File: src/rtl/mon_link_pkg.sv
// Shared definitions for the monitor serial link (transmit and receive paths):
// frame width, FSM state encoding and line levels.
package mon_link_pkg;

    localparam int MON_FRAME_W = 40;

    // Line level driven during the start bit and while the link is idle.
    localparam logic MON_START_LVL = 1'b1;
    localparam logic MON_IDLE_LVL  = 1'b0;

    typedef enum logic [2:0] {
        IDLE,
        START,
        DATA,
        PARITY,
        GAP
    } mon_state_e;

endpackage

File: src/rtl/mon_bit_timer.sv
// Bit-time pacer for the monitor link: a down-counter reloaded with
// CLKS_PER_BIT-1, asserting tick in the last mon_clk cycle of each bit.
module mon_bit_timer
    import mon_link_pkg::*;
#(
    parameter int CLKS_PER_BIT = 1
) (
    input  logic clk,
    input  logic reset,
    input  logic load,
    output logic tick
);

    localparam int CNT_W = $clog2(CLKS_PER_BIT + 1);

    logic [CNT_W-1:0] cnt;

    // Reload on request, otherwise count down and park at zero.
    always_ff @(posedge clk) begin
        if (reset) begin
            cnt <= '0;
        end else if (load) begin
            cnt <= CNT_W'(CLKS_PER_BIT - 1);
        end else if (cnt != '0) begin
            cnt <= cnt - 1'b1;
        end
    end

    assign tick = (cnt == '0);

endmodule

File: src/rtl/mon_sender.sv
// Monitor link transmitter: accepts frames over valid/ready into a one-entry
// holding register and serializes them MSB first onto from_mon as
// start bit, payload, optional parity bit, then an idle-low gap.
// Optional parity bit enabled by defining MON_SENDER_PARITY_EN.
module mon_sender
    import mon_link_pkg::*;
#(
    parameter int DATA_WIDTH   = MON_FRAME_W,
    parameter int CLKS_PER_BIT = 1,
    parameter int GAP_CYCLES   = 8
) (
    input  logic                  mon_clk,
    input  logic                  reset,
    input  logic [DATA_WIDTH-1:0] tx_data,
    input  logic                  tx_valid,
    output logic                  tx_ready,
    output logic                  from_mon,
    output logic                  busy,
    output logic                  frame_done
);

    localparam int BIT_W   = $clog2(DATA_WIDTH + 1);
    localparam int CYC_MAX = (CLKS_PER_BIT > GAP_CYCLES) ? CLKS_PER_BIT : GAP_CYCLES;
    localparam int CYC_W   = $clog2(CYC_MAX + 1);

    mon_state_e            state;
    mon_state_e            state_nxt;
    logic                  hold_full;
    logic [DATA_WIDTH-1:0] hold_data;
    logic [DATA_WIDTH-1:0] shift;
    logic [BIT_W-1:0]      bit_cnt;
    logic [CYC_W-1:0]      gap_cnt;
    logic                  tick;
    logic                  tmr_load;
    logic                  accept;
    logic                  load_shift;
    logic                  shift_en;
    logic                  last_bit;
    logic                  gap_load;
    logic                  gap_end;
    logic                  line_lvl;
`ifdef MON_SENDER_PARITY_EN
    logic                  parity;
`endif

    assign tx_ready = ~hold_full;
    assign accept   = tx_valid & tx_ready;
    assign last_bit = (bit_cnt == BIT_W'(DATA_WIDTH - 1));
    assign busy     = (state != IDLE) | hold_full;

    // Keep the timer primed while idle so START begins with a full bit time;
    // every tick reloads it for the following bit.
    assign tmr_load = (state == IDLE) | tick;

    mon_bit_timer #(
        .CLKS_PER_BIT(CLKS_PER_BIT)
    ) u_bit_timer (
        .clk  (mon_clk),
        .reset(reset),
        .load (tmr_load),
        .tick (tick)
    );

    // FSM state register.
    always_ff @(posedge mon_clk) begin
        if (reset) begin
            state <= IDLE;
        end else begin
            state <= state_nxt;
        end
    end

    // Next-state logic, control strobes and the line level for the current state.
    always_comb begin
        state_nxt  = state;
        load_shift = 1'b0;
        shift_en   = 1'b0;
        gap_load   = 1'b0;
        gap_end    = 1'b0;
        line_lvl   = MON_IDLE_LVL;
        case (state)
            IDLE: begin
                if (hold_full) begin
                    load_shift = 1'b1;
                    state_nxt  = START;
                end
            end
            START: begin
                line_lvl = MON_START_LVL;
                if (tick) begin
                    state_nxt = DATA;
                end
            end
            DATA: begin
                line_lvl = shift[DATA_WIDTH-1];
                if (tick) begin
                    shift_en = 1'b1;
                    if (last_bit) begin
`ifdef MON_SENDER_PARITY_EN
                        state_nxt = PARITY;
`else
                        state_nxt = GAP;
                        gap_load  = 1'b1;
`endif
                    end
                end
            end
`ifdef MON_SENDER_PARITY_EN
            PARITY: begin
                line_lvl = parity;
                if (tick) begin
                    state_nxt = GAP;
                    gap_load  = 1'b1;
                end
            end
`endif
            GAP: begin
                if (gap_cnt == '0) begin
                    gap_end   = 1'b1;
                    state_nxt = IDLE;
                end
            end
            default: begin
                state_nxt = IDLE;
            end
        endcase
    end

    // Holding register occupancy: a new handshake wins over the IDLE transfer.
    always_ff @(posedge mon_clk) begin
        if (reset) begin
            hold_full <= 1'b0;
        end else if (accept) begin
            hold_full <= 1'b1;
        end else if (load_shift) begin
            hold_full <= 1'b0;
        end
    end

    // Holding register payload, captured only at the handshake edge.
    always_ff @(posedge mon_clk) begin
        if (accept) begin
            hold_data <= tx_data;
        end
    end

    // Shift register (and parity, when enabled) loaded from the holding register.
    always_ff @(posedge mon_clk) begin
        if (load_shift) begin
            shift <= hold_data;
`ifdef MON_SENDER_PARITY_EN
            parity <= ^hold_data;
`endif
        end else if (shift_en) begin
            shift <= {shift[DATA_WIDTH-2:0], 1'b0};
        end
    end

    // Payload bit counter, restarted for every frame.
    always_ff @(posedge mon_clk) begin
        if (reset || load_shift) begin
            bit_cnt <= '0;
        end else if (shift_en) begin
            bit_cnt <= last_bit ? '0 : bit_cnt + 1'b1;
        end
    end

    // Gap length counter, loaded on entry to GAP.
    always_ff @(posedge mon_clk) begin
        if (reset) begin
            gap_cnt <= '0;
        end else if (gap_load) begin
            gap_cnt <= CYC_W'(GAP_CYCLES - 1);
        end else if ((state == GAP) && (gap_cnt != '0)) begin
            gap_cnt <= gap_cnt - 1'b1;
        end
    end

    // Registered outputs; they lag the FSM state by one cycle.
    always_ff @(posedge mon_clk) begin
        if (reset) begin
            from_mon   <= MON_IDLE_LVL;
            frame_done <= 1'b0;
        end else begin
            from_mon   <= line_lvl;
            frame_done <= gap_end;
        end
    end

endmodule

File: config.mk
export PLATFORM = sky130hd
export DESIGN_NAME = mon_sender
export DESIGN_NICKNAME = d
export VERILOG_FILES = /design/src/rtl/mon_link_pkg.sv /design/src/rtl/mon_bit_timer.sv /design/src/rtl/mon_sender.sv
export SDC_FILE = /design/constraint.sdc
export NUM_CORES = 1
export LEC_CHECK = 0
export ABC_AREA = 1
export CAP_MARGIN = 20
export CELL_PAD_IN_SITES_DETAIL_PLACEMENT = 1
export CELL_PAD_IN_SITES_GLOBAL_PLACEMENT = 1
export CORE_UTILIZATION = 49
export DETAILED_ROUTE_END_ITERATION = 6
export PLACE_DENSITY = 0.9
export SYNTH_ARGS = -nofsm -noshare
export SYNTH_HDL_FRONTEND = slang
export SYNTH_HIERARCHICAL = 1
export SYNTH_SLANG_ARGS = --single-unit
export TNS_END_PERCENT = 50
File: constraint.sdc
create_clock -name mon_clk -period 4.3 [get_ports mon_clk]
set_input_delay 0.86 -clock mon_clk [delete_from_list [all_inputs] [get_ports mon_clk]]
set_output_delay 0.86 -clock mon_clk [all_outputs]
set_load 0.01 [all_outputs]
==> flow_metrics.py <==
metrics = {
    "status": {
        "status": "finished clean",
    },
    "global_route": {
        "grt_pass1_wl_um": 12000,
        "grtUsageTotal": 0.202,
        "grt_antenna_before_repair": 0,
        "grt_overflow": 0,
        "grt_max_degree": 44,
        "grt_pass1_vias": 2343,
    },
    "layout": {
        "final_area_mm2": 0.00469,
        "fill_cells": 728,
        "final_layout_size_suffix_gt1_frac": 0.193,
        "nets": 357,
        "instances_no_fill": 418,
        "area_growth_pct": 19.9,
        "num_antenna_cells": 0,
    },
    "setup_path": {
        "end_kind": "output pin",
        "start_kind": "register",
        "cp-startpoint": "hold_full$_SDFFE_PP0P_",
        "r2r_cells": 5,
        "r2r_slack_ns": 2.10,
        "critPathKind": "register to output pin",
        "critPathMaxFanout": 4,
        "critPathCapture": "busy",
        "required_ns": 3.44,
        "arrival_ns": 1.71,
        "r2r_end": "shift[1]$_DFFE_PP_",
        "rr_startpoint": "state[1]$_SDFFE_PP0P_",
    },
    "place": {
        "dpl.cell_count": 401,
        "io_buffers": 46,
        "hpwl_um": 5370,
        "place_area_mm2": 0.00446,
        "gp_congestion": 0.778,
    },
    "sta": {
        "tns_ns": 0,
        "max_freq_mhz": 390,
        "skew_ns": 0.00697,
        "rsz0062_at_grt": "no",
        "drv_slew": 0,
        "fin_crit_sh": 0.597,
        "setup_violations": 0,
        "worstMarginPinSlew_ns": 0.977,
        "post-route-min-period_ns": 2.57,
        "hold_violations": 0,
        "max_slew_margin": 0.346,
    },
    "die": {
        "dieHeight_um": 91.3,
        "rows": 32,
        "ios": 47,
        "die-area_mm2": 0.00834,
        "core_mm2": 0.00773,
        "start_util": 0.506,
        "die_w_um": 91.3,
    },
    "routing": {
        "wire_per_inst_um": 18.5,
        "drt_pre_antenna_iters": 6,
        "ant_nets": 0,
        "drc": 0,
        "viasPerCell": 5.08,
        "dr.first_iter.drc_count": 99,
        "routed_wl_um": 7730,
        "vias": 2123,
    },
    "yosys": {
        "yosys_warnings": 6,
        "syn_area_per_cell_um2": 15.2,
        "synthCells": 257,
        "synth_nets": 303,
        "syn_area_mm2": 0.00391,
    },
    "clock_tree": {
        "postCtsSetupBuffers": 0,
        "cts_max_level": 3,
        "clk_pin_slew_ns": 0.08,
        "cts-root-buf": "clkbuf_8",
        "cts_tree": "built",
        "ctsResizeCount": 0,
        "clk-insertion-delay-late_ns": 0.35,
        "cts-hold-fix-buffers": 0,
        "cts.sinks": 97,
        "numCtsBuffers": 9,
        "cts_buffer_depth": 2,
    },
    "flow_run": {
        "drv_cap": 0,
    },
    "worst_hold_path": {
        "hold_path.class": "register to register",
    },
    "pwr": {
        "p_leak_uw": 0.00184,
        "ir_worst_vdd_v": 0.000214,
        "power.total_uw": 2410,
        "power_per_cell_area_mw_per_mm2": 515,
    },
}
-- cell type report --
class,instances,area [um^2],share of cell area
inverter,26,100,0.0214
clock inverter,4,70.1,0.0149
multi-input combinational,130,1030,0.220
timing repair buffer,47,480,0.102
tap,102,128,0.0272
clock buffer,12,135,0.0288
sequential,97,2740,0.585
-- report_power, final --
group	switching, uW	internal (uW)	leakage (uW)
combinational	234	259	0.000838
sequential	70.2	1230	0.000897
clock	288	327	0.000104
-- cells in the final DEF (no fill, tap or decap), types with 2 or more instances in the layout --
cell	n
edfxtp_1	80
o21ai_0	2
ha_1	3
mux2_4	37
clkinv_2	2
clkbuf_1	3
a21oi_1	8
nand2_2	2
nor3_1	3
bufinv_16	2
mux2_2	2
nor2_4	2
clkbuf_8	9
inv_1	25
nand3_1	12
nand2_1	34
dfxtp_1	17
nor2_1	19
clkdlybuf4s50_1	46
-- through the flow --
step                setup WS (ns)  hold WS, ns   util
floorplan                    1.26        0.463      -
global placement             1.65        0.474  0.578
detailed placement           1.60        0.490  0.578
CTS                          1.71        0.505  0.604
global route                 1.63        0.533  0.607
finish                       1.73        0.510  0.607
-- worst min path at each step --
stage,start,endpoint,slack (ns),depth (start not counted)
2_1_floorplan,bit_cnt[1]$_SDFFE_PP0P_,bit_cnt[1]$_SDFFE_PP0P_,0.46,2
3_3_place_gp,gap_cnt[3]$_SDFFE_PP0P_,gap_cnt[3]$_SDFFE_PP0P_,0.47,2
3_5_place_dp,gap_cnt[3]$_SDFFE_PP0P_,gap_cnt[3]$_SDFFE_PP0P_,0.49,2
4_1_cts,gap_cnt[3]$_SDFFE_PP0P_,gap_cnt[3]$_SDFFE_PP0P_,0.50,2
5_1_grt,gap_cnt[3]$_SDFFE_PP0P_,gap_cnt[3]$_SDFFE_PP0P_,0.53,2
6_report,gap_cnt[3]$_SDFFE_PP0P_,gap_cnt[3]$_SDFFE_PP0P_,0.51,2
-- routing by layer --
metal | global-route usage | up-vias | routed length [um]
li1 | - | 1002 | -
met1 | 0.201 | 1058 | 2860
met2 | 0.386 | 48 | 4400
met3 | 0.0628 | 15 | 287
met4 | 0.0820 | 0 | 185
met5 | 0 | - | 0
-- registers in the layout, summed over array words and instances (netlist names) --
| signal | count |
|---|---|
| from_mon | 1 |
| state | 3 |
| bit_cnt | 6 |
| gap_cnt | 4 |
| hold_data | 40 |
| shift | 40 |
| frame_done | 1 |
| u_bit_timer/cnt | 1 |
| hold_full | 1 |
-- worst max-delay path, stage by stage, from the launching register on --
cell	delay [ns]
dfxtp_1	0.54
inv_1	0.14
nand2_1	0.13
clkdlybuf4s50_1	0.54
Note: power is estimated with default switching activity, not from simulation.
